## config.mk

```make
export PLATFORM = sky130hd
export DESIGN_NAME = fpnew_opgroup_dispatcher
export DESIGN_NICKNAME = d
export VERILOG_FILES = /design/src/rtl/fpnew_opgroup_dispatcher.sv
export SDC_FILE = /design/constraint.sdc
export NUM_CORES = 1
export LEC_CHECK = 0
export ABC_AREA = 0
export CAP_MARGIN = 20
export CORE_AREA = 2 2 188 190
export DETAILED_ROUTE_END_ITERATION = 12
export DIE_AREA = 0 0 190 192
export GPL_ROUTABILITY_DRIVEN = 0
export SYNTH_ARGS = -nofsm -noshare
export SYNTH_HDL_FRONTEND = slang
export SYNTH_SLANG_ARGS = --single-unit
```

## constraint.sdc

```tcl
create_clock -name clk_i -period 5.15 [get_ports clk_i]
set_input_delay 1.03 -clock clk_i [delete_from_list [all_inputs] [get_ports clk_i]]
set_output_delay 1.03 -clock clk_i [all_outputs]
set_load 0.005 [all_outputs]
```

## src/rtl/fpnew_opgroup_dispatcher.sv

```systemverilog
// fpnew_opgroup_dispatcher
//
// Shares one FPU opgroup block between NumReq requesters. Operations are
// issued with zero latency through a round-robin arbiter that skips any
// requester that has already used up its outstanding-operation credits.
// Results come back tagged with the requester ID and are routed
// combinationally to that requester's response port.
//
// Ports:
//   clk_i, rst_ni                   clock, asynchronous active-low reset
//   req_valid_i/req_ready_o         per-requester issue handshake
//   req_data_i                      per-requester packed operation payload
//   fpu_valid_o/fpu_ready_i         issue handshake towards the opgroup block
//   fpu_data_o, fpu_tag_o           issued payload and requester ID
//   fpu_out_valid_i/fpu_out_ready_o result handshake from the opgroup block
//   fpu_result_i, fpu_tag_i         returned result and its requester ID
//   rsp_valid_o/rsp_ready_i         per-requester response handshake
//   rsp_data_o                      response payload shared by all requesters
//   flush_i                         synchronous flush of all credit counters
//   busy_o                          at least one operation outstanding
//   err_o                           sticky flag: bad tag or unexpected result
module fpnew_opgroup_dispatcher #(
  parameter int unsigned NumReq         = 2,
  parameter int unsigned PayloadWidth   = 128,
  parameter int unsigned ResWidth       = 38,
  parameter int unsigned MaxOutstanding = 4,
  localparam int unsigned IdWidth       = (NumReq > 1) ? $clog2(NumReq) : 1
) (
  input  logic                                clk_i,
  input  logic                                rst_ni,
  input  logic [NumReq-1:0]                   req_valid_i,
  output logic [NumReq-1:0]                   req_ready_o,
  input  logic [NumReq-1:0][PayloadWidth-1:0] req_data_i,
  output logic                                fpu_valid_o,
  input  logic                                fpu_ready_i,
  output logic [PayloadWidth-1:0]             fpu_data_o,
  output logic [IdWidth-1:0]                  fpu_tag_o,
  input  logic                                fpu_out_valid_i,
  output logic                                fpu_out_ready_o,
  input  logic [ResWidth-1:0]                 fpu_result_i,
  input  logic [IdWidth-1:0]                  fpu_tag_i,
  output logic [NumReq-1:0]                   rsp_valid_o,
  input  logic [NumReq-1:0]                   rsp_ready_i,
  output logic [ResWidth-1:0]                 rsp_data_o,
  input  logic                                flush_i,
  output logic                                busy_o,
  output logic                                err_o
);

  localparam int unsigned CntWidth = $clog2(MaxOutstanding + 1);
  typedef logic [CntWidth-1:0] cnt_t;
  localparam cnt_t MaxCnt = cnt_t'(MaxOutstanding);

  cnt_t [NumReq-1:0]  cnt_q, cnt_d;
  logic [IdWidth-1:0] rr_q, rr_d;
  logic               err_q, err_d;

  logic [NumReq-1:0]  eligible;
  logic               any_eligible;
  logic [IdWidth-1:0] grant;
  logic               issue;
  logic               tag_ok;
  logic               bad_tag;
  logic [NumReq-1:0]  rsp_hs;

  // A requester may only compete while it still has credit left.
  always_comb begin
    eligible = '0;
    for (int i = 0; i < NumReq; i++) begin
      eligible[i] = req_valid_i[i] && (cnt_q[i] < MaxCnt);
    end
  end

  // Round-robin search starting just after the last winner. Offsets are
  // walked from farthest to nearest so the nearest eligible one wins.
  always_comb begin
    logic [IdWidth-1:0] idx;
    idx          = '0;
    grant        = '0;
    any_eligible = 1'b0;
    for (int unsigned k = NumReq; k >= 1; k--) begin
      idx = IdWidth'((32'(rr_q) + k) % NumReq);
      if (eligible[idx]) begin
        grant        = idx;
        any_eligible = 1'b1;
      end
    end
  end

  // Valid never looks at fpu_ready_i, so there is no ready->valid loop.
  assign fpu_valid_o = any_eligible && !flush_i;
  assign fpu_data_o  = req_data_i[grant];
  assign fpu_tag_o   = grant;
  assign issue       = fpu_valid_o && fpu_ready_i;

  always_comb begin
    req_ready_o = '0;
    for (int i = 0; i < NumReq; i++) begin
      req_ready_o[i] = issue && (grant == IdWidth'(i));
    end
  end

  // Tags outside the requester range are swallowed so the FPU cannot stall.
  assign tag_ok          = (32'(fpu_tag_i) < NumReq);
  assign bad_tag         = fpu_out_valid_i && !tag_ok;
  assign rsp_data_o      = fpu_result_i;
  assign fpu_out_ready_o = tag_ok ? rsp_ready_i[fpu_tag_i] : 1'b1;

  always_comb begin
    rsp_valid_o = '0;
    rsp_hs      = '0;
    for (int i = 0; i < NumReq; i++) begin
      rsp_valid_o[i] = fpu_out_valid_i && tag_ok && (fpu_tag_i == IdWidth'(i));
      rsp_hs[i]      = rsp_valid_o[i] && rsp_ready_i[i];
    end
  end

  // Credit bookkeeping. An issue and a return for the same requester in one
  // cycle cancel out. A return with no credit in use is still delivered but
  // flagged. Flush wipes the counters and freezes pointer and error flag.
  always_comb begin
    logic iss_i;
    iss_i = 1'b0;
    cnt_d = cnt_q;
    rr_d  = rr_q;
    err_d = err_q;
    if (flush_i) begin
      cnt_d = '0;
    end else begin
      if (issue) rr_d = grant;
      if (bad_tag) err_d = 1'b1;
      for (int i = 0; i < NumReq; i++) begin
        iss_i = issue && (grant == IdWidth'(i));
        if (iss_i && !rsp_hs[i]) begin
          cnt_d[i] = cnt_q[i] + cnt_t'(1);
        end else if (!iss_i && rsp_hs[i]) begin
          if (cnt_q[i] == '0) err_d = 1'b1;
          else                cnt_d[i] = cnt_q[i] - cnt_t'(1);
        end
      end
    end
  end

  // Pointer resets to the last requester so requester 0 is searched first.
  always_ff @(posedge clk_i or negedge rst_ni) begin
    if (!rst_ni) begin
      cnt_q <= '0;
      rr_q  <= IdWidth'(NumReq - 1);
      err_q <= 1'b0;
    end else begin
      cnt_q <= cnt_d;
      rr_q  <= rr_d;
      err_q <= err_d;
    end
  end

  always_comb begin
    busy_o = 1'b0;
    for (int i = 0; i < NumReq; i++) begin
      busy_o = busy_o || (cnt_q[i] != '0);
    end
  end

  assign err_o = err_q;

endmodule

```

Word-level counts from Yosys, hierarchy flattened
Index checks and enable logic that the tools add are counted. W data, S select, Z words.

Add/sub/neg operators: 6. $lt $le $gt $ge: 6. Equal/unequal tests: 2. Muxes and demuxes: 25. Bitwise operators: 3. Reduce and logical (&&, ||, !) cells: 29.

Operator list (count): $mux W128 (2); $mux W3 (6); $mux W1 (16); $logic_and A1 B1 Y1 (14); $reduce_bool A3 Y1 (4); $lt A1 B2 Y1 const B (4); $add A3 B1 Y3 const B (2); $logic_not A3 Y1 (2); $lt A3 B3 Y1 const B (2); $mux W6 (1); $ne A3 B3 Y1 const B (2); $reduce_and A2 Y1 (3); $sub A3 B1 Y3 const B (2); $logic_not A1 Y1 (5); $not A1 Y1 (3); $add A1 B1 Y1 const B (2); $logic_or A1 B1 Y1 (1).

Bits in registers: 8. Input port bits: 304. Output and inout port bits: 175.

Logic depth before layout (Yosys ltp)
Word-level depth: 16. Gate-level depth with buffers: 7. Mapped depth without buffers: 7.

Worst setup path after synthesis
No wires, ideal clock.

Kind: in2out. Start: input port req_valid_i[0]. End: output port fpu_data_o[78]. Arrival time: 1949 ps. Data required time: 4120 ps. Setup slack: 2171 ps. Cell stages on the path: 7. Path through: and3b_1 -> or2_4 -> inv_2 -> buf_8 -> buf_6 -> nand2_1 -> nand2_1.

Word-level cells in the longest chain between the ends: 7. Elaborated cells between the ends (all ways): 9. Classes of those cells: mux (8); reduce/logical (1).

Ends and longest elaborated chain: from (decl) (line 31) `input logic [NumReq-1:0] req_valid_i,`; $logic_and A1 B1 Y1 * (line 70) `eligible[i] = req_valid_i[i] && (cnt_q[i] < MaxCnt);`; $mux W1 (implied by the code) (2 in a row) (line 83) `if (eligible[idx]) begin`; $mux W1 (line 83); $mux W1 * (line 83); $mux W128 (implied by the code) * (2 in a row) (line 92) `assign fpu_data_o = req_data_i[grant];`; to (decl) (line 36) `output logic [PayloadWidth-1:0] fpu_data_o,`.

Mark *: on every way between the ends. The rest lies on a longest branch, timed or not. The select of a mux whose other input is x is not followed.

Worst setup path after layout
Start: input port req_valid_i[0]. End: output port fpu_data_o[79].

Same word-level chain as after synthesis.

==> metrics <==
Yosys warnings=0; MaxCap Viol Count=0; Synth Net Count=825; sequential area share after synthesis=7.46%; total track usage=7.54%; Hold Path Class=flop to flop; final hold violation count=0; DR vias=4,314; Antenna Nets Post-Route=0; CP endpoint kind=primary output; clk_lat worst skew=approximately 0.24 ns; reg2reg path depth=7; Starting Density=just under 8%; Yosys cell types=39; Pint=approximately 0.66 mW; chip height=around 190 um; Clk Tree Root Cell=clkbuf_16; skew final=0.00450 ns; num rows=68; core area=~34,000 um^2; Hold Path Origin=err_o; period utilization=a little over four fifths; H-tree levels=1; CTS buffer count=3; Post-synth top cells=nand2_1, buf_4, buf_6, buf_8, nor2_1; Die X=around 190 um; largest net degree at the start of global routing=68; Hold Path Stages=1; endpoints failing setup=0; Area growth syn-to-layout=154%; Syn Inst Count=519; worst r2r dst=cnt_q[2]; die area=36,500 um^2; Max VDD drop=122 uV; post-route cell area=6860 um^2; TNS Setup=0 ns; Critical Path RT=between 4 and 5 ns; Post-synth EDFFs=0; unrepaired setup endpoints after global routing=no; Pre-Repair DR Iteration Count=4; final max-slew violation count=0; CTS tree=done; Tightest Pin Transition=a little under 0.5 ns; Rel. slew slack=66.6%; async set or reset register ratio after synthesis=100%; Layout Nets=1,170; vias in the first global route=between 4,000 and 5,000; clock share of power=~14%; Switch Pwr=0.327 mW; Fill cells=3,823; setup slack, reg-to-reg=roughly 3 ns; # port buffers=402; Data arrival, critical path=3.29 ns; Sw Share=between 30 and 40%; Antenna Cells=0; DP Wirelength=roughly 13,000 um; first-pass GRT wire length=about 22,000 um; Post-Layout Cell Count=about 1,300; R2R Path Start=cnt_q[5]; sequential power share=7.7%; gr ovfl total=0; combinational cell fraction of total power=78.2%; Post-DP Area=around 6800 um^2; Ports=479; Hold Buf Count CTS=0; multi-input gate area in the final layout=1870 um^2; Max Clk Rate=~230 MHz; vias per cell=3.27; Syn Area/Cell=5.20 um^2; share of cells above drive strength 1=~1.9%; CTS sink count=8; Worst Path Max Fanout=28; Yosys top cell area share=a little over half; Sequential Area=201 um^2; ys flop type=dfrtp_1; crit path kind=input pin to primary output; final core occ=roughly a fifth; Seq cells post-synth=8; CP startpoint=req_valid_i[0]; PwrDens=144 nW/um^2; Tmin final=4.32 ns; Clk pin slew, worst setup/hold paths=0.04 ns; wire per inst=11.8 um; most frequent cell after synthesis=nand2_1; Placed Instances=1,314; setup bufs post-CTS=0; DRC viols=0; startpoint class of the critical path=input pin; Hold Path Sink=err_o; clk buf depth=2; area leader, netlist=nand2_1; P_leak=3.07 nW; ranking of synthesized cells by area=nand2_1, buf_4, dfrtp_1; status=finished, final reports clean; starting DRC count in detailed routing=between 50 and 60; Post-Syn Area=2700 um^2; initial antenna violation count=1; PostCTS Resize Cnt=0; Post-Route WL=around 16,000 um
[cells in the final DEF (no fill, tap or decap), types with 2 or more instances in the layout]
master and count:
a21oi_1 2, and2_1 2, and3b_1 2, buf_12 4, clkbuf_16 3, clkdlybuf4s50_1 402
dfrtp_1 7, fa_1 2, inv_1 5, mux2_1 2, mux2_2 2, mux2i_1 4
nand2_1 385, nand2b_1 3, nor2_1 8, nor2b_1 3, nor3_1 2, o22ai_1 2
o31ai_1 2, or4_1 2
[cell type report]
class                           count  area share, %
Multi-Input combinational cell    438           27.3
Inverter                            6          0.365
Clock buffer                        4           1.15
Tap cell                          455           8.30
Sequential cell                     8           2.94
Timing Repair Buffer              407           60.0
[how the worst max path moves through the flow]
stage	endpoint	slack, ns	cells past startpoint
2_1_floorplan	fpu_data_o[78]	2.17	7
3_3_place_gp	fpu_data_o[79]	0.83	8
3_5_place_dp	fpu_data_o[79]	0.82	8
4_1_cts	fpu_data_o[79]	0.81	8
5_1_grt	fpu_data_o[23]	0.69	8
6_report	fpu_data_o[79]	0.83	8
[worst max-delay path: stages]
cell and delay, ns:
clkdlybuf4s50_1 0.44, and3b_1 0.24, or2_4 0.28, inv_4 0.28
buf_4 0.31, nand2_1 0.08, nand2_1 0.09, clkdlybuf4s50_1 0.51
[layer usage]
metal | routed length, um | global-route usage [%] | part of all wire [%] | up-vias
met3 | 1740 | 2.43 | 11 | 20
li1 | - | - | - | 2219
met5 | 9 | 0 | 0.058 | -
met1 | 5840 | 8.04 | 37 | 1820
met4 | 248 | 1.94 | 1.6 | 2
met2 | 7750 | 14.2 | 50 | 253
[power by group through the flow]
stage	clock network [mW]	logic (mW)	registers (mW)
6_report	0.140	0.772	0.0756
5_1_grt	0.144	0.844	0.0767
4_1_cts	0.142	0.786	0.0756
3_5_place_dp	0	0.782	0.0760
3_3_place_gp	0	0.776	0.0760
2_1_floorplan	0	0.311	0.0746
[kinds of logic (layout without fill, tap and decap cells)]
family / after synthesis / count (layout) / synth area share (%)
adders and majority gates: 2 / 2 / 1.48
AOI/OAI and AO/OA: 11 / 11 / 3.15
xor gates and xnor gates: 1 / 1 / 0.324
muxes: 8 / 8 / 3.15
DFF: 8 / 8 / 7.46
buffers and inverters: 73 / 417 / 23.3
and+or+nand+nor: 416 / 416 / 61.2
[flip-flops by register name, indices dropped and copies added, names as in the netlist]
signal,cells
err_o,1
rr_q,1
cnt_q,6
[per-stage QoR]
stage	hold WS [ns]	setup WS, ns	power, mW
5_1_grt	0.523	0.695	1.07
4_1_cts	0.492	0.807	1.00
6_report	0.489	0.833	0.987
3_3_place_gp	0.467	0.826	0.852
3_5_place_dp	0.470	0.816	0.858
2_1_floorplan	0.468	2.17	0.385
Power figures use the tool's default switching activity.
